==> src/rtl/divider_arb_pkg.sv <==
// Shared types and defaults for the two-requester divider arbiter.
package divider_arb_pkg;

    localparam int REQ_CNT         = 2;
    localparam int ID_W            = $clog2(REQ_CNT);
    localparam int DEF_DATA_W      = 16;
    localparam int DEF_FRAC_W      = 8;
    localparam int DEF_DIV_LATENCY = 20;

    // Travels alongside an operation through the divider so its quotient can be
    // routed back to the owner.
    typedef struct packed {
        logic            valid;
        logic [ID_W-1:0] id;
        logic            dbz;
    } tag_t;

endpackage

==> src/rtl/divider_tag_pipe.sv <==
// Fixed-depth shift register of operation tags; a synchronous clear drops all
// in-flight tags so their quotients are never reported.
module divider_tag_pipe
    import divider_arb_pkg::*;
#(
    parameter int DEPTH = DEF_DIV_LATENCY
) (
    input  logic clk,
    input  logic rst,
    input  tag_t tag_i,
    output tag_t tag_o
);

    tag_t stage_q [DEPTH];

    // Shift one position per cycle; clear has priority over a new push.
    always_ff @(posedge clk) begin
        if (rst) begin
            for (int i = 0; i < DEPTH; i++) begin
                stage_q[i] <= '0;
            end
        end else begin
            stage_q[0] <= tag_i;
            for (int i = 1; i < DEPTH; i++) begin
                stage_q[i] <= stage_q[i-1];
            end
        end
    end

    assign tag_o = stage_q[DEPTH-1];

endmodule

==> src/rtl/divider_arbiter.sv <==
// Round-robin arbiter sharing one external fixed-latency divider between the
// Cr and Cb mean-chroma paths, with zero-divisor trapping and tagged routing
// of quotients back to their owners.
module divider_arbiter
    import divider_arb_pkg::*;
#(
    parameter int DATA_W      = DEF_DATA_W,
    parameter int FRAC_W      = DEF_FRAC_W,
    parameter int DIV_LATENCY = DEF_DIV_LATENCY
) (
    input  logic                               clk,
    input  logic                               rst,
    input  logic                               req0_valid,
    output logic                               req0_ready,
    input  logic [DATA_W-1:0]                  req0_dividend,
    input  logic [DATA_W-1:0]                  req0_divisor,
    input  logic                               req1_valid,
    output logic                               req1_ready,
    input  logic [DATA_W-1:0]                  req1_dividend,
    input  logic [DATA_W-1:0]                  req1_divisor,
    input  logic                               div_rfd,
    output logic                               div_nd,
    output logic [DATA_W-1:0]                  div_dividend,
    output logic [DATA_W-1:0]                  div_divisor,
    input  logic [DATA_W-1:0]                  div_quotient,
    input  logic [FRAC_W-1:0]                  div_fractional,
    output logic                               res0_valid,
    output logic [DATA_W+FRAC_W-1:0]           res0_data,
    output logic                               res0_dbz,
    output logic                               res1_valid,
    output logic [DATA_W+FRAC_W-1:0]           res1_data,
    output logic                               res1_dbz,
    output logic [$clog2(DIV_LATENCY+1)-1:0]   inflight
);

    localparam int CNT_W = $clog2(DIV_LATENCY+1);
    localparam int RES_W = DATA_W + FRAC_W;

    logic              gnt0;
    logic              gnt1;
    logic              issue;
    logic              rr_q;
    logic              rr_d;
    logic [DATA_W-1:0] sel_dividend;
    logic [DATA_W-1:0] sel_divisor;
    logic              sel_zero;

    logic              nd_q;
    logic [DATA_W-1:0] dividend_q;
    logic [DATA_W-1:0] divisor_q;
    logic [ID_W-1:0]   id_q;
    logic              dbz_q;

    tag_t              tag_in;
    tag_t              tag_out;

    logic [REQ_CNT-1:0] res_valid_q;
    logic [RES_W-1:0]   res_data_q [REQ_CNT];
    logic [REQ_CNT-1:0] res_dbz_q;

    logic [CNT_W-1:0]   inflight_q;
    logic [CNT_W-1:0]   inflight_d;

    // Grant: a lone requester always wins; when both are valid rr_q picks one.
    always_comb begin
        gnt0 = 1'b0;
        gnt1 = 1'b0;
        if (!rst && div_rfd) begin
            if (req0_valid && (!req1_valid || !rr_q)) begin
                gnt0 = 1'b1;
            end else if (req1_valid) begin
                gnt1 = 1'b1;
            end
        end
        issue        = gnt0 | gnt1;
        rr_d         = issue ? gnt0 : rr_q;
        sel_dividend = gnt1 ? req1_dividend : req0_dividend;
        sel_divisor  = gnt1 ? req1_divisor  : req0_divisor;
        sel_zero     = (sel_divisor == '0);
    end

    assign req0_ready = gnt0;
    assign req1_ready = gnt1;

    // Issue register; a zero divisor is replaced by the harmless 0/1.
    always_ff @(posedge clk) begin
        if (rst) begin
            rr_q       <= 1'b0;
            nd_q       <= 1'b0;
            dividend_q <= '0;
            divisor_q  <= '0;
            id_q       <= '0;
            dbz_q      <= 1'b0;
        end else begin
            rr_q <= rr_d;
            nd_q <= issue;
            if (issue) begin
                dividend_q <= sel_zero ? '0 : sel_dividend;
                divisor_q  <= sel_zero ? DATA_W'(1) : sel_divisor;
                id_q       <= ID_W'(gnt1);
                dbz_q      <= sel_zero;
            end
        end
    end

    assign div_nd       = nd_q;
    assign div_dividend = dividend_q;
    assign div_divisor  = divisor_q;

    // Tag for the operation currently presented to the divider.
    always_comb begin
        tag_in       = '0;
        tag_in.valid = nd_q;
        tag_in.id    = id_q;
        tag_in.dbz   = dbz_q;
    end

    divider_tag_pipe #(
        .DEPTH (DIV_LATENCY)
    ) u_tag_pipe (
        .clk   (clk),
        .rst   (rst),
        .tag_i (tag_in),
        .tag_o (tag_out)
    );

    // Route an emerging quotient to the port named by its tag.
    always_ff @(posedge clk) begin
        if (rst) begin
            res_valid_q <= '0;
            res_dbz_q   <= '0;
            for (int p = 0; p < REQ_CNT; p++) begin
                res_data_q[p] <= '0;
            end
        end else begin
            for (int p = 0; p < REQ_CNT; p++) begin
                res_valid_q[p] <= tag_out.valid && (int'(tag_out.id) == p);
                if (tag_out.valid && (int'(tag_out.id) == p)) begin
                    res_data_q[p] <= tag_out.dbz ? '0 : {div_quotient, div_fractional};
                    res_dbz_q[p]  <= tag_out.dbz;
                end
            end
        end
    end

    assign res0_valid = res_valid_q[0];
    assign res1_valid = res_valid_q[1];
    assign res0_data  = res_data_q[0];
    assign res1_data  = res_data_q[1];
    assign res0_dbz   = res_dbz_q[0];
    assign res1_dbz   = res_dbz_q[1];

    // Occupancy: up on push into the divider, down when a tag emerges.
    always_comb begin
        inflight_d = inflight_q;
        if (nd_q && !tag_out.valid) begin
            inflight_d = inflight_q + CNT_W'(1);
        end else if (!nd_q && tag_out.valid) begin
            inflight_d = inflight_q - CNT_W'(1);
        end
    end

    // Occupancy register.
    always_ff @(posedge clk) begin
        if (rst) begin
            inflight_q <= '0;
        end else begin
            inflight_q <= inflight_d;
        end
    end

    assign inflight = inflight_q;

endmodule

==> config.mk <==
export PLATFORM = sky130hd
export DESIGN_NAME = divider_arbiter
export DESIGN_NICKNAME = d
export VERILOG_FILES = /design/src/rtl/divider_arb_pkg.sv /design/src/rtl/divider_tag_pipe.sv /design/src/rtl/divider_arbiter.sv
export SDC_FILE = /design/constraint.sdc
export NUM_CORES = 1
export LEC_CHECK = 0
export ABC_AREA = 1
export CAP_MARGIN = 20
export CELL_PAD_IN_SITES_DETAIL_PLACEMENT = 0
export CELL_PAD_IN_SITES_GLOBAL_PLACEMENT = 2
export CORE_MARGIN = 2
export CORE_UTILIZATION = 26
export DETAILED_ROUTE_END_ITERATION = 8
export PLACE_DENSITY_LB_ADDON = 0.1
export REMOVE_ABC_BUFFERS = 1
export SLEW_MARGIN = 20
export SYNTH_ARGS = -nofsm -noshare
export SYNTH_HDL_FRONTEND = slang
export SYNTH_SLANG_ARGS = --single-unit
==> constraint.sdc <==
create_clock -name clk -period 2.85 [get_ports clk]
set_input_delay 0.855 -clock clk [delete_from_list [all_inputs] [get_ports clk]]
set_output_delay 0.855 -clock clk [all_outputs]
set_load 0.02 [all_outputs]
After elaboration in Yosys (flattened, before gate mapping)
Memory sizes are Yosys's and may differ from the RTL's.
Cells that the tools add are included.
{"block": "op_classes", "addsub": 2, "multipliers": 0, "n_div": 0, "n_lt_le_gt_ge": 0, "n_eq_ne": 0, "shifts": 0, "n_mux": 43, "n_bitwise": 24, "n_reduce_logical": 14}
{"op": "2-to-1 mux 24 bit", "count": 3}
{"op": "2-to-1 mux 16 bit", "count": 4}
{"op": "2-to-1 mux 3 bit", "count": 20}
{"op": "bitwise OR 1 bit", "count": 23}
{"op": "zero test 16 bit", "count": 1}
{"op": "2-to-1 mux 1 bit", "count": 14}
{"op": "2-to-1 mux 5 bit", "count": 2}
{"op": "logical AND 1 bit", "count": 6}
{"op": "adder 5 x 1 -> 5 bit, second input constant", "count": 1}
{"op": "zero test 1 bit", "count": 5}
{"op": "subtractor 5 x 1 -> 5 bit, second input constant", "count": 1}
{"op": "nonzero test 2 bit", "count": 1}
{"op": "logical OR 1 bit", "count": 1}
{"op": "inverter 1 bit", "count": 1}
{"block": "totals", "register_bits": 45, "latchBits": 0, "ram_bits": 108, "romBits": 0, "input_bits": 93, "output_inout_bits": 92, "n_memories": 2}
{"name": "u_tag_pipe.stage_q", "words": 20, "word_bits": 3, "rd": 20, "rd_ports_with_merged_regs": 0, "write_ports": 20, "line_no": "divider_tag_pipe.sv:14", "rtl": "tag_t stage_q [DEPTH];"}
{"name": "res_data_q", "words": 2, "word_bits": 24, "rd": 2, "rd_ports_with_merged_regs": 0, "write_ports": 2, "line_no": "divider_arbiter.sv:58", "rtl": "logic [RES_W-1:0] res_data_q [REQ_CNT];"}

Logic depth before layout (Yosys ltp)
{"block": "depth", "word_depth": 8, "mapped_depth": 14}

By module
From an unflattened synthesis, not the netlist that was laid out.
{"block": "unflattened", "hier_cells": 594, "area_unflattened_um2": 5566.6}
{"module": "divider_arbiter", "n_inst": 1, "cells_per_inst": 404, "area_per_inst_um2": 3813.7, "seq_area_each_um2": 2342.2}
{"module": "divider_tag_pipe", "n_inst": 1, "cells_per_inst": 190, "area_per_inst_um2": 1752.9, "seq_area_each_um2": 1201.2}

Worst setup path after synthesis
OpenSTA, ideal clock, no wires.
{"block": "synth_path", "path_type": "input port to output port", "startpoint": "input rst", "endpoint": "output req1_ready", "t_arrival_ns": 1.775, "required_time_ns": 1.995, "path_slack_ns": 0.220, "stages": 6, "path_cell_list": "buf_2 > inv_2 > nand3_2 > nor2_4 > buf_6 > buf_2"}
{"block": "synth_between", "elab_chain_cells": 3}
{"element": "start: declaration", "line_no": "divider_arbiter.sv:12", "rtl": "input logic rst,"}
{"element": "zero test 1 bit", "line_no": "divider_arbiter.sv:68", "rtl": "if (!rst && div_rfd) begin"}
{"element": "logical AND 1 bit", "line_no": "divider_arbiter.sv:68"}
{"element": "2-to-1 mux 1 bit", "line_no": "divider_arbiter.sv:68"}
{"element": "end: declaration", "line_no": "divider_arbiter.sv:18", "rtl": "output logic req1_ready,"}
Every way passes these cells.

Worst setup path after layout
{"block": "layout_path", "startpoint": "input req1_valid", "endpoint": "output req0_ready"}
{"block": "layout_between", "elab_chain_cells": 5}
{"element": "start: declaration", "line_no": "divider_arbiter.sv:17", "rtl": "input logic req1_valid,"}
{"element": "zero test 1 bit", "line_no": "divider_arbiter.sv:69", "rtl": "if (req0_valid && (!req1_valid || !rr_q)) begin"}
{"element": "logical OR 1 bit", "line_no": "divider_arbiter.sv:69"}
{"element": "logical AND 1 bit", "line_no": "divider_arbiter.sv:69"}
{"element": "2-to-1 mux 1 bit", "line_no": "divider_arbiter.sv:69"}
{"element": "2-to-1 mux 1 bit", "line_no": "divider_arbiter.sv:68"}
{"element": "end: declaration", "line_no": "divider_arbiter.sv:14", "rtl": "output logic req0_ready,"}
Every way passes these cells.

==> impl_metrics.ini <==
[status]
status = finished clean

[timing]
fmax_ghz = 0.361
finalHoldViolCount = 0
final-setup-viol-count = 0
period_minus_slack_ps = 2770
hold_ws_ps = 397
fin_skew_ps = 11.4
worst_slew_pin_slew_ps = 802
rsz0062_at_grt = no
slew_headroom_pct = 46.5
fin_crit_sh_pct = 97.2
slew_violations = 0

[setup_path]
crit_type = in -> out
end_kind = output pin
cp.arrival_ps = 1920
worstPathRequired_ps = 2000
critPathLaunchType = input port
worstPathMaxFanout = 3

[placement]
hpwl_um = 10200
portBuffers = 184
gp_congestion = 0.781
dpl_cell_area_um2 = 7870
placedCellCount = 1087

[floorplanning]
die_w_um = 150
io_pins = 185
die-area_um2 = 22500
start_util_pct = 26.4
num_rows = 53
core_area_um2 = 21000
die_y_um = 150

[drt]
wl_per_cell_um = 12.6
drt_iter0_drc = 188
dr.pass1.iters = 4
via_per_inst = 4.01
drc_errors = 0
routed_wl_um = 14100
ant_nets = 0
via_count = 4484

[synthesis]
ys.flop_type = dfxtp_1
ys_seq_elements = 153
netlist-cell-type-count = 25
yosysTopAreaCellShare_pct = 37.9
yosysWarnings = 0
synth_top_area_cell = dfxtp_1
synth_compound_area_share_pct = 4.69
postSynthCellCount = 627
async_reset_ff_share_pct = 0
seq_area_frac_synth_pct = 63.8
avgSynthCellArea_um2 = 8.86
synth_fa_ha_area_share_pct = 1.26
synth-simple-area-share_pct = 22.5
synth_edf_count = 48
synth_xor_area_share_pct = 0.315
yosys-top-cells-count = nand2_1, nor2_1, dfxtp_1
netlist_area_um2 = 5550
synth_top_family_by_area = simple AND/OR/NAND/NOR gates
synthTopCellsByArea = dfxtp_1, edfxtp_1, nand2_1
muxShareOfSynthArea_pct = 0
yosysMostFrequentCell = nand2_1

[power_and_ir_drop]
peakVddDrop_v = 0.000377
power.density_nw_per_um2 = 593
fin_total_pwr_mw = 4.98
power.static_leakage_nw = 3.43

[clock_tree]
cts-buffers-inserted = 17
ctsRootBufferMaster = clkbuf_16
cts_tree = yes
htreeDepth = 4
numClockSinks = 153
clk_pin_slew_ps = 60
postCtsHoldBufs = 0
clock_path_buffers = 2
postCtsSetupBuffers = 0
clock_latency_ps = 420

[cells_and_area]
seqCellArea_um2 = 3540
multi_input_area_um2 = 1600
fillerInstances = 2085
drive_above_1_share_pct = 8.65
antenna_cells = 0
postLayoutCellArea_um2 = 8400
final_nets = 929
final_util_pct = 40.0
area_growth_pct = 51.3
final-instance-count-excl-fill = 1119

[global_routing]
grt_pass1_vias = 4403
grt_usage_pct = 13.0
grt_antenna_before_repair = 0
grt_overflow = 0
grt_pass1_wl_um = 22600
grt_max_degree = 48

[worst_hold_path]
hold_class = reg -> reg

[flow_run]
max-cap-violations = 0
## placed cells by master (no fill, tap or decap), drive strengths merged
cell type,synthesis,final
a211oi,2,2
a21oi,34,34
and3,1,1
buf,12,31
clkbuf,15,17
clkdlybuf4s50,0,181
clkinv,0,5
clkinvlp,0,4
dfxtp,105,105
edfxtp,48,48
fa,1,1
ha,4,4
inv,76,82
nand2,181,181
nand3,19,19
nor2,110,110
nor3b,1,1
o21ai,15,15
or2,1,1
xnor2,2,2
## flip-flops by register name, indices dropped and copies added (netlist names)
register / count
id_q: 1
div_dividend: 16
div_nd: 1
res_valid_q: 2
div_divisor: 16
dbz_q: 1
inflight: 5
res_data_q: 48
rr_q: 1
res_dbz_q: 2
u_tag_pipe.stage_q: 60
## repair_timing
item | 4_1_cts | 5_1_grt
endpoints found under the hold margin | 0 | 0
pin swaps | 0 | 0
resized for setup | 8 | 1
cloned | 0 | 0
setup endpoints to repair | 2 | 1
## worst paths after layout
path	slack, ps	startpoint	depth (start not counted)	to
setup / recovery	80	req1_valid	6	req0_ready
hold / removal	400	u_tag_pipe.stage_q[9][0]$_SDFF_PP0_	2	u_tag_pipe.stage_q[9][3]$_SDFF_PP0_
setup reg to reg	680	div_nd$_SDFF_PP0_	10	inflight[4]$_SDFFE_PP0P_
hold reg to reg	400	u_tag_pipe.stage_q[9][0]$_SDFF_PP0_	2	u_tag_pipe.stage_q[9][3]$_SDFF_PP0_
## worst max-delay path, stage by stage
cell,delay [ps]
clkdlybuf4s50_1,460
nand2_1,100
nand2_2,60
buf_4,130
nor2_1,130
buf_4,170
## per-layer routing
layer / up-vias / GRT usage (%) / wire length [um]
li1: 2333 / - / -
met1: 1994 / 15.3 / 6160
met2: 144 / 21.6 / 6510
met3: 13 / 5.79 / 1300
met4: 0 / 3.68 / 136
met5: - / 0 / 0
## kinds of logic (layout without fill, tap and decap cells)
group / after synthesis / in the layout
AO/OA/AOI/OAI: 51 / 51
buffers and inverters: 103 / 320
adder cells (fa/ha/maj): 5 / 5
AND/OR/NAND/NOR: 313 / 313
flip-flops: 153 / 153
XOR/XNOR: 2 / 2
## power by group
part | internal, mW | switching, mW
clock | 1.13 | 0.919
combinational | 0.307 | 0.289
sequential | 2.31 | 0.0305
## through the flow
step	setup WS (ps)	TNS (ps)
final	79.5	0
after global routing	6.95	0
after CTS	58.0	0
after detailed placement	-379	-3710
after global placement	-383	-3530
after floorplan	58.9	0
## layout make-up
cell class | count | area share [%]
sequential | 153 | 42.2
timing repair buffer | 212 | 24.9
multi-input combinational | 371 | 19.0
clock buffer | 17 | 5.06
tap | 275 | 4.10
inverter | 76 | 3.40
clock inverter | 15 | 1.39
(Power assumes the default switching activity.)
==> patch 1, RTL diff (same flow settings) <==
Change the package constant `DEF_DATA_W` from 16 to 32.
--- a/src/rtl/divider_arb_pkg.sv
+++ b/src/rtl/divider_arb_pkg.sv
@@ -3,7 +3,7 @@
 
     localparam int REQ_CNT         = 2;
     localparam int ID_W            = $clog2(REQ_CNT);
-    localparam int DEF_DATA_W      = 16;
+    localparam int DEF_DATA_W      = 32;
     localparam int DEF_FRAC_W      = 8;
     localparam int DEF_DIV_LATENCY = 20;
 
Interface: changed (9 resized); port bits go from 185 to 329. The function was not compared with the original's and may differ.
==> patch 1 against the unedited design <==
First-iteration DRC count rose by 36%; synthesized area grew 54%; via count increased by 64%; sequential cell count rose by 64; routed wire length increased by 88%; total power up 63%; register-to-register slack improved by 0.06 ns; setup slack improved by 0.060 ns; fmax up 2.2%; design area is 63% higher.
==> patch 1: results <==
metrics = {
    "power": {
        "power.leakage_nw": 5.81,
        "pg_clk_w": 0.00367,
        "p_int_w": 0.00625,
        "p_seq_w": 0.00337,
        "ir_worst_vdd_mv": 0.366,
    },
    "detailed_routing": {
        "dr_total_vias": 7373,
        "m1WireLength_mm": 11.1,
        "wl_met2_mm": 12.6,
    },
    "global_routing": {
        "grt_usage_pct": 15.1,
        "grt_max_degree": 64,
        "grt_pass1_wl_mm": 39.9,
        "grt_use_met2_pct": 26.2,
        "use_met1_pct": 18.2,
        "antenna_found_initial": 1,
    },
    "finish": {
        "fin_util_pct": 42.1,
        "nClkBuffers": 32,
        "clk_share_pct": 7.09,
        "finalNonFillerCells": 1838,
        "buf_share_pct": 28.2,
        "multi_input_area_share_pct": 19.4,
        "reg.largest.list": "res_data_q (80), u_tag_pipe.stage_q (60)",
        "final_area_mm2": 0.0137,
        "seqCellArea_mm2": 0.00514,
    },
    "run_status": {
        "status": "finished clean",
    },
    "clocking": {
        "h-tree-depth": 1,
        "post-cts-setup-buffers": 1,
    },
    "critical_path": {
        "r2r-end": "div_dividend[23]",
        "critPathArrivalTime_ns": 1.86,
    },
    "sta": {
        "clock_skew_ns": 0.00400,
        "whs_ns": 0.398,
    },
    "min_path": {
        "hp-start": "u_tag_pipe.stage_q[0][4]",
    },
    "placement": {
        "place_inst": 1792,
        "dp_slack_ns": -0.429,
    },
    "synth": {
        "syn_inst": 1010,
    },
}
patch 1: cell types whose count changed in the layout (fill, tap and decap cells not counted), moves of 6 or more:
cell             unedited run  this run
clkdlybuf4s50_1           181       324
nand2_1                   179       314
inv_1                      73       130
buf_4                      25        62
a21oi_1                    34        66
dfxtp_1                   105       137
edfxtp_1                   48        80
nand3_1                    15        39
o21ai_0                    15        28
clkbuf_16                  17        28
nor2_1                    108       118
bufinv_16                   0         6
patch 1: cell families (layout without fill, tap and decap cells):
group / Yosys count / count (layout) / synth area share (%)
AO/OA/AOI/OAI: 101 / 101 / 6.03
XOR/XNOR: 2 / 2 / 0.205
adder cells (fa/ha/maj): 5 / 5 / 0.821
buffers and inverters: 186 / 572 / 8.96
flip-flops: 217 / 217 / 60.3
AND/OR/NAND/NOR: 499 / 499 / 23.7
patch 1: worst max-delay path: stages:
cell	delay [ns]
clkdlybuf4s50_1	0.52
nand3_2	0.13
nor2_4	0.19
buf_4	0.17
==> patch 2, RTL diff (config.mk and constraints unchanged) <==
Without the edit above. Add an input register stage for `req0_dividend`, with the module's reset; this delays it by one clock. The other inputs are not delayed to match.
--- a/src/rtl/divider_arbiter.sv
+++ b/src/rtl/divider_arbiter.sv
@@ -35,6 +35,16 @@
 
     localparam int CNT_W = $clog2(DIV_LATENCY+1);
     localparam int RES_W = DATA_W + FRAC_W;
+
+    logic [DATA_W-1:0] req0_dividend_q;
+
+    always_ff @(posedge clk) begin
+        if (rst) begin
+            req0_dividend_q <= '0;
+        end else begin
+            req0_dividend_q <= req0_dividend;
+        end
+    end
 
     logic              gnt0;
     logic              gnt1;
@@ -74,7 +84,7 @@
         end
         issue        = gnt0 | gnt1;
         rr_d         = issue ? gnt0 : rr_q;
-        sel_dividend = gnt1 ? req1_dividend : req0_dividend;
+        sel_dividend = gnt1 ? req1_dividend : req0_dividend_q;
         sel_divisor  = gnt1 ? req1_divisor  : req0_divisor;
         sel_zero     = (sel_divisor == '0);
     end
Check against the original RTL: not equivalent (a bounded check fails within 4 cycles, from zero or initial values and one cycle with rst high).
==> patch 2 against the unedited design <==
Design area is 6.1% higher; count of clock-buffer cells in the layout increased by 1; first-iteration DRC count down 17%; critical path type unchanged; synthesized area increased by 8.7%; critical endpoint is now req1_ready; setup slack improved by 0.010 ns; routed wire length is 6.5% higher; sequential cell count is 16 higher; total power up 11%.
==> patch 2: results <==
metrics = {
    "run_status": {
        "status": "finished clean",
    },
    "global_routing": {
        "grt_pass1_vias": 4725,
        "grt_use_met2_pct": 21.4,
        "use_met3_pct": 5.26,
        "grt_pass1_wl_mm": 24.1,
        "use_met1_pct": 15.0,
        "grt_usage_pct": 12.8,
    },
    "detailed_routing": {
        "firstDrtPassIters": 5,
        "wl_per_cell_um": 12.8,
        "initialDrtViolationCount": 156,
        "wl_met3_mm": 1.37,
    },
    "synth": {
        "post_synth_num_cell_types": 30,
        "yosys-top-cells-count": "nand2_1 (177), dfxtp_1 (121), nor2_1 (119), inv_1 (89), edfxtp_1 (48)",
        "yosys-top-cells-area": "dfxtp_1 (40%), edfxtp_1 (24%), nand2_1 (11%), nor2_1 (7.4%), inv_1 (5.5%)",
        "ys_seq_area_share_pct": 64.0,
    },
    "placement": {
        "dp_slack_ns": -0.316,
        "hpwlAfterDp_mm": 10.6,
        "postPlaceCellArea_mm2": 0.00831,
    },
    "finish": {
        "multiInputGateArea_mm2": 0.00169,
        "fin_nets": 974,
        "nFillCells": 2315,
        "drive_gt1_share_pct": 8.32,
    },
    "clocking": {
        "cts_resized": 5,
    },
    "sta": {
        "whs_ns": 0.395,
        "max_slew.worst_pin.slew_ns": 0.769,
    },
    "power": {
        "power.leakage_nw": 3.74,
    },
    "critical_path": {
        "r2r_slack_ns": 0.93,
    },
}
[patch 2: changes by cell type after synthesis, moves of 5 or more]
| cell | delta |
|---|---|
| dfxtp_1 | +16 |
| inv_1 | +16 |
| nand3_1 | -5 |
| nor2_1 | +11 |
| o21ai_0 | +8 |
[patch 2: where the power goes]
group	switching (W)	internal (W)	total (W)
Combinational	0.000302	0.000316	0.000618
Sequential	0.0000386	0.00255	0.00258
Clock	0.00103	0.00130	0.00233
Total	0.00137	0.00416	0.00553
[patch 2: kinds of logic after synthesis]
group	after synthesis	share of synthesized area [%]
buffers and inverters	122	8.09
DFF	169	64.0
and+or+nand+nor	315	20.9
xor gates and xnor gates	4	0.581
AOI/OAI and AO/OA	61	5.25
adders and majority gates	5	1.16
[patch 2: final cells by class]
type	instances	share of cell area (%)
Sequential cell	169	43.4
Timing Repair Buffer	210	23.0
Multi-Input combinational cell	385	19.0
Clock buffer	18	5.06
Tap cell	285	4.00
Inverter	93	3.92
Clock inverter	14	1.67
